--- src/rtl/core_seq_pkg.sv ---
// Shared types and instruction-bus field map for the core instruction sequencer.
package core_seq_pkg;

   localparam int unsigned INST_W           = 20;
   localparam int unsigned INST_SFP_PMEM_WR = 19;
   localparam int unsigned INST_ACC         = 18;
   localparam int unsigned INST_DIV         = 17;
   localparam int unsigned INST_OFIFO_RD    = 16;
   localparam int unsigned INST_QK_ADD_HI   = 15;
   localparam int unsigned INST_QK_ADD_LO   = 12;
   localparam int unsigned INST_PMEM_ADD_HI = 11;
   localparam int unsigned INST_PMEM_ADD_LO = 8;
   localparam int unsigned INST_EXEC        = 7;
   localparam int unsigned INST_KLOAD       = 6;
   localparam int unsigned INST_QMEM_RD     = 5;
   localparam int unsigned INST_QMEM_WR     = 4;
   localparam int unsigned INST_KMEM_RD     = 3;
   localparam int unsigned INST_KMEM_WR     = 2;
   localparam int unsigned INST_PMEM_RD     = 1;
   localparam int unsigned INST_PMEM_WR     = 0;

   // Largest legal query count per job
   localparam int unsigned NQ_MAX = 8;

   typedef enum logic [3:0] {
      S_IDLE,
      S_KLOAD,
      S_KWAIT,
      S_EXEC,
      S_OWAIT,
      S_OREAD,
      S_ACC,
      S_DIV,
      S_PWR,
      S_DONE
   } state_t;

endpackage

--- src/rtl/core_seq.sv ---
// Job sequencer for one core: kernel load, drain, query execute, then per-vector
// ofifo read / accumulate / divide / psum write. All outputs are registered.
module core_seq
   import core_seq_pkg::*;
#(
   parameter int unsigned col     = 8,
   parameter int unsigned pr      = 8,
   parameter int unsigned ADDR_W  = 4,
   parameter int unsigned KDRAIN  = pr,
   parameter int unsigned TIMEOUT = 64
) (
   input  logic              clk,
   input  logic              reset,
   input  logic              start,
   input  logic [ADDR_W-1:0] nq,
   input  logic              ofifo_valid,
   output logic [INST_W-1:0] inst,
   output logic              busy,
   output logic              done,
   output logic              err
);

   localparam int unsigned CNT_W  = ADDR_W + 1;
   localparam int unsigned WAIT_W = $clog2(TIMEOUT + 1);
   localparam int unsigned QK_W   = INST_QK_ADD_HI - INST_QK_ADD_LO + 1;
   localparam int unsigned PA_W   = INST_PMEM_ADD_HI - INST_PMEM_ADD_LO + 1;

   state_t             r_state;
   state_t             w_state_nxt;
   logic [CNT_W-1:0]   r_c;
   logic [CNT_W-1:0]   w_c_nxt;
   logic [CNT_W-1:0]   r_v;
   logic [CNT_W-1:0]   w_v_nxt;
   logic [WAIT_W-1:0]  r_w;
   logic [WAIT_W-1:0]  w_w_nxt;
   logic [ADDR_W-1:0]  r_nq;
   logic [ADDR_W-1:0]  w_nq_nxt;
   logic               w_nq_legal;
   logic               w_err_nxt;
   logic [INST_W-1:0]  w_inst_nxt;
   logic               w_busy_nxt;
   logic               w_done_nxt;

   assign w_nq_legal = (nq != '0) && (CNT_W'(nq) <= CNT_W'(NQ_MAX));

   // State, counters and registered outputs
   always_ff @(posedge clk or negedge reset) begin
      if (!reset) begin
         r_state <= S_IDLE;
         r_c     <= '0;
         r_v     <= '0;
         r_w     <= '0;
         r_nq    <= '0;
         inst    <= '0;
         busy    <= 1'b0;
         done    <= 1'b0;
         err     <= 1'b0;
      end else begin
         r_state <= w_state_nxt;
         r_c     <= w_c_nxt;
         r_v     <= w_v_nxt;
         r_w     <= w_w_nxt;
         r_nq    <= w_nq_nxt;
         inst    <= w_inst_nxt;
         busy    <= w_busy_nxt;
         done    <= w_done_nxt;
         err     <= w_err_nxt;
      end
   end

   // Next state and counter updates
   always_comb begin
      w_state_nxt = r_state;
      w_c_nxt     = r_c;
      w_v_nxt     = r_v;
      w_w_nxt     = r_w;
      w_nq_nxt    = r_nq;
      w_err_nxt   = 1'b0;
      case (r_state)
         S_IDLE: begin
            if (start) begin
               if (w_nq_legal) begin
                  w_nq_nxt    = nq;
                  w_c_nxt     = '0;
                  w_v_nxt     = '0;
                  w_w_nxt     = '0;
                  w_state_nxt = S_KLOAD;
               end else begin
                  w_err_nxt = 1'b1;
               end
            end
         end
         S_KLOAD: begin
            if (r_c == CNT_W'(col)) begin
               w_c_nxt     = '0;
               w_state_nxt = S_KWAIT;
            end else begin
               w_c_nxt = r_c + CNT_W'(1);
            end
         end
         S_KWAIT: begin
            if (r_c == CNT_W'(KDRAIN - 1)) begin
               w_c_nxt     = '0;
               w_state_nxt = S_EXEC;
            end else begin
               w_c_nxt = r_c + CNT_W'(1);
            end
         end
         S_EXEC: begin
            if (r_c == CNT_W'(r_nq)) begin
               w_c_nxt     = '0;
               w_w_nxt     = '0;
               w_state_nxt = S_OWAIT;
            end else begin
               w_c_nxt = r_c + CNT_W'(1);
            end
         end
         S_OWAIT: begin
            if (ofifo_valid) begin
               w_state_nxt = S_OREAD;
            end else if (r_w == WAIT_W'(TIMEOUT - 1)) begin
               w_w_nxt     = '0;
               w_err_nxt   = 1'b1;
               w_state_nxt = S_IDLE;
            end else begin
               w_w_nxt = r_w + WAIT_W'(1);
            end
         end
         S_OREAD: w_state_nxt = S_ACC;
         S_ACC:   w_state_nxt = S_DIV;
         S_DIV:   w_state_nxt = S_PWR;
         S_PWR: begin
            if (r_v == CNT_W'(r_nq) - CNT_W'(1)) begin
               w_state_nxt = S_DONE;
            end else begin
               w_v_nxt     = r_v + CNT_W'(1);
               w_w_nxt     = '0;
               w_state_nxt = S_OWAIT;
            end
         end
         S_DONE:  w_state_nxt = S_IDLE;
         default: w_state_nxt = S_IDLE;
      endcase
   end

   // Instruction encoder; keyed on next state so inst lines up with the registered state
   always_comb begin
      w_inst_nxt = '0;
      case (w_state_nxt)
         S_KLOAD: begin
            if (w_c_nxt < CNT_W'(col)) begin
               w_inst_nxt[INST_KMEM_RD]                    = 1'b1;
               w_inst_nxt[INST_QK_ADD_HI:INST_QK_ADD_LO]   = QK_W'(w_c_nxt);
            end
            if (w_c_nxt != '0) w_inst_nxt[INST_KLOAD] = 1'b1;
         end
         S_EXEC: begin
            if (w_c_nxt < CNT_W'(w_nq_nxt)) begin
               w_inst_nxt[INST_QMEM_RD]                    = 1'b1;
               w_inst_nxt[INST_QK_ADD_HI:INST_QK_ADD_LO]   = QK_W'(w_c_nxt);
            end
            if (w_c_nxt != '0) w_inst_nxt[INST_EXEC] = 1'b1;
         end
         S_OREAD: w_inst_nxt[INST_OFIFO_RD] = 1'b1;
         S_ACC:   w_inst_nxt[INST_ACC]      = 1'b1;
         S_DIV:   w_inst_nxt[INST_DIV]      = 1'b1;
         S_PWR: begin
            w_inst_nxt[INST_SFP_PMEM_WR]                   = 1'b1;
            w_inst_nxt[INST_PMEM_WR]                       = 1'b1;
            w_inst_nxt[INST_PMEM_ADD_HI:INST_PMEM_ADD_LO]  = PA_W'(w_v_nxt);
         end
         default: w_inst_nxt = '0;
      endcase
      // Memory write enables and pmem read are never issued by this sequencer
      w_inst_nxt[INST_QMEM_WR] = 1'b0;
      w_inst_nxt[INST_KMEM_WR] = 1'b0;
      w_inst_nxt[INST_PMEM_RD] = 1'b0;
      w_busy_nxt = (w_state_nxt != S_IDLE);
      w_done_nxt = (w_state_nxt == S_DONE);
   end

endmodule

--- config.mk ---
export PLATFORM = sky130hd
export DESIGN_NAME = core_seq
export DESIGN_NICKNAME = d
export VERILOG_FILES = /design/src/rtl/core_seq_pkg.sv /design/src/rtl/core_seq.sv
export SDC_FILE = /design/constraint.sdc
export NUM_CORES = 1
export LEC_CHECK = 0
export ABC_AREA = 1
export ABC_CLOCK_PERIOD_IN_PS = 5320
export CORE_MARGIN = 4
export CORE_UTILIZATION = 55
export CTS_BUF_LIST = sky130_fd_sc_hd__clkbuf_4
export CTS_CLUSTER_SIZE = 14
export DETAILED_ROUTE_END_ITERATION = 6
export PLACE_DENSITY = 0.79
export SYNTH_ARGS = -nofsm -noshare
export SYNTH_HDL_FRONTEND = slang
export SYNTH_SLANG_ARGS = --single-unit
--- constraint.sdc ---
create_clock -name clk -period 5.32 [get_ports clk]
set_input_delay 0.532 -clock clk [delete_from_list [all_inputs] [get_ports clk]]
set_output_delay 0.532 -clock clk [all_outputs]
set_load 0.005 [all_outputs]
==> run metrics <==
largest net degree at the start of global routing 45; ANT cells 0; grt ovf 0; total track usage 0.187; Placed Cells 412; TritonCTS Buffers 5; buffer depth of the longest clock path 2; VDD IR max 278 uV; PwrDens 503 nW/um^2; FF-to-FF path depth 13; Pins Over Slew Limit 0; row count 24; DRT antenna net count 0; first-iteration detailed-routing DRC count 104; commonest non-fill, non-tap cell in the layout nand2_1; CTS tree yes; core footprint around 4500 sq um; Slew headroom 0.387; Initial Util 0.582; CTS resizes 0; Worst Tran Pin Value 0.919 ns; worst skew pair latency ~0.36 ns; R2R Path Start r_state[0]; register area share after synthesis 0.423; nets 383; reg-to-reg endpoint inst[14]; RSZ-0062 raised after global routing no; Hold Violations, Final 0; Root Buffer clkbuf_4; status complete, no violations; Die X 76.8 microns; drt pass-1 iters 4; die area just under 6000 sq um; WS Path Type input pin to flip-flop; Final period util 0.484; number of synthesized register bits 44; endpoint type of the worst setup path flip-flop; first-pass GRT wire length 8.90 mm; Vias 2117; Pleak 1.59 nW; DRC viols 0; Fmax approximately 390 MHz; Synth cell types 32; YS warnings 0; Non-Filler Instances 419; routability cong. 0.877; Max-Cap Viols 0; H-tree levels 2; cts hold-fix bufs 0; setup bufs post-CTS 0; synthesized area per cell between 7 and 8 sq um; die height 76.8 microns; R2R setup slack ~2.8 ns; initial antenna violation count 0; CP arrival 2.88 ns; leading cell types in the layout, fill and taps excluded nand2_1, inv_1, dfrtp_1; IO Port Bufs 27; setup TNS 0 ns; routed vias/inst 5.05; Area growth syn-to-layout 13.4%; critical path startpoint category input pin; Clk pin slew, worst setup/hold paths approximately 0.13 ns; DRT Wirelength around 5.1 mm; Worst Skew between 0.015 and 0.02 ns; final setup fails 0; worst-path maximum fanout 12; Critical Path RT 5.63 ns; post-route minimum period about 2.6 ns; vias in the first global route 2059; Hold Crit Class input pin to async pin; DP Wirelength just over 4 mm; synthesized cell area 2600 sq um; io pins 31; cells after synthesis 336; share of post-route cells with drive strength above 1 0.163; clock sinks 44; per-cell routed wire length 12.1 microns
area by class of cell:
type,instances,area [sq um]
Clock buffer,5,37.5
Sequential cell,44,1100
Tap cell,52,65.1
Inverter,70,263
Multi-Input combinational cell,219,1210
Clock inverter,2,12.5
Timing Repair Buffer,27,265
Fill cell,381,1520
cells by family (layout without fill, tap and decap cells):
kind of cell               count (synthesis)  in the layout  synth area share
AOI/OAI and AO/OA                         30             30            0.0692
xor gates and xnor gates                   5              5            0.0168
adders and majority gates                  8              8            0.0384
buffers and inverters                     75            104             0.115
DFF                                       44             44             0.423
other                                      1              3           0.00144
and+or+nand+nor                          173            173             0.336
flip-flops by register name (all words and copies together), names as in the netlist:
register,count
busy,1
done,1
err,1
inst,16
r_c,5
r_nq,4
r_state,4
r_v,5
r_w,7
cells in the mapped netlist, drive strengths merged:
master | count | share of area
a211oi | 1 | 0.0029
nand3b | 2 | 0.0058
and3 | 1 | 0.0024
a32o | 1 | 0.0038
nand4 | 5 | 0.012
a21oi | 6 | 0.012
xor2 | 3 | 0.010
o2111ai | 1 | 0.0034
nor3b | 1 | 0.0029
ha | 8 | 0.038
nor2 | 41 | 0.086
buf | 5 | 0.014
dfrtp | 44 | 0.42
o21ai | 19 | 0.042
nand2 | 86 | 0.15
o22ai | 1 | 0.0024
or2 | 3 | 0.0072
a21boi | 1 | 0.0029
inv | 70 | 0.10
conb | 1 | 0.0014
xnor2 | 2 | 0.0067
nor3 | 4 | 0.0096
nand3 | 30 | 0.063
routing by layer:
layer / wire length, microns / track usage / vias up
li1: - / - / 1096
met1: 2180 / 0.221 / 967
met2: 2550 / 0.334 / 46
met3: 263 / 0.0445 / 8
met4: 72 / 0.0616 / 0
met5: 0 / 0 / -
through the flow:
step                hold WS [ns]  instance area [sq um]  power (mW)  setup slack [ns]  utilization
floorplan                  0.236                   2610        1.13              3.21            -
global placement           0.452                   2910        1.32              2.40        0.649
detailed placement         0.454                   2910        1.34              2.36        0.649
CTS                        0.325                   2960        1.50              2.74        0.661
global route               0.373                   2960        1.64              2.46        0.661
finish                     0.296                   2960        1.49              2.75        0.661
power by group:
| part | leakage (nW) | total, mW | switching [mW] | internal [mW] |
|---|---|---|---|---|
| clock network | 0.0271 | 0.151 | 0.103 | 0.0483 |
| logic | 0.981 | 0.844 | 0.531 | 0.313 |
| registers | 0.586 | 0.491 | 0.0734 | 0.418 |
| total | 1.59 | 1.49 | 0.707 | 0.779 |
worst max-delay path, cell delays in order:
cell             delay (ns)
clkdlybuf4s50_1        0.49
inv_1                  0.07
nand3_1                0.08
nand2_1                0.08
nand2_1                0.07
nand2_1                0.22
o21ai_0                0.47
ha_1                   0.32
nand2_1                0.07
inv_1                  0.03
nand2_1                0.05
nor2_1                 0.04
nor2_2                 0.19
nand3_1                0.09
nand2_1                0.07
worst max-delay path by stage:
stage	start	to	slack [ns]	cells past startpoint
6_report	nq[2]	inst[14]	2.75	15
5_1_grt	nq[2]	inst[15]	2.46	15
4_1_cts	nq[2]	inst[12]	2.74	15
3_5_place_dp	nq[2]	inst[12]	2.36	15
3_3_place_gp	nq[3]	inst[15]	2.40	11
2_1_floorplan	r_state[0]	inst[15]	3.21	12
(Power assumes the default switching activity.)
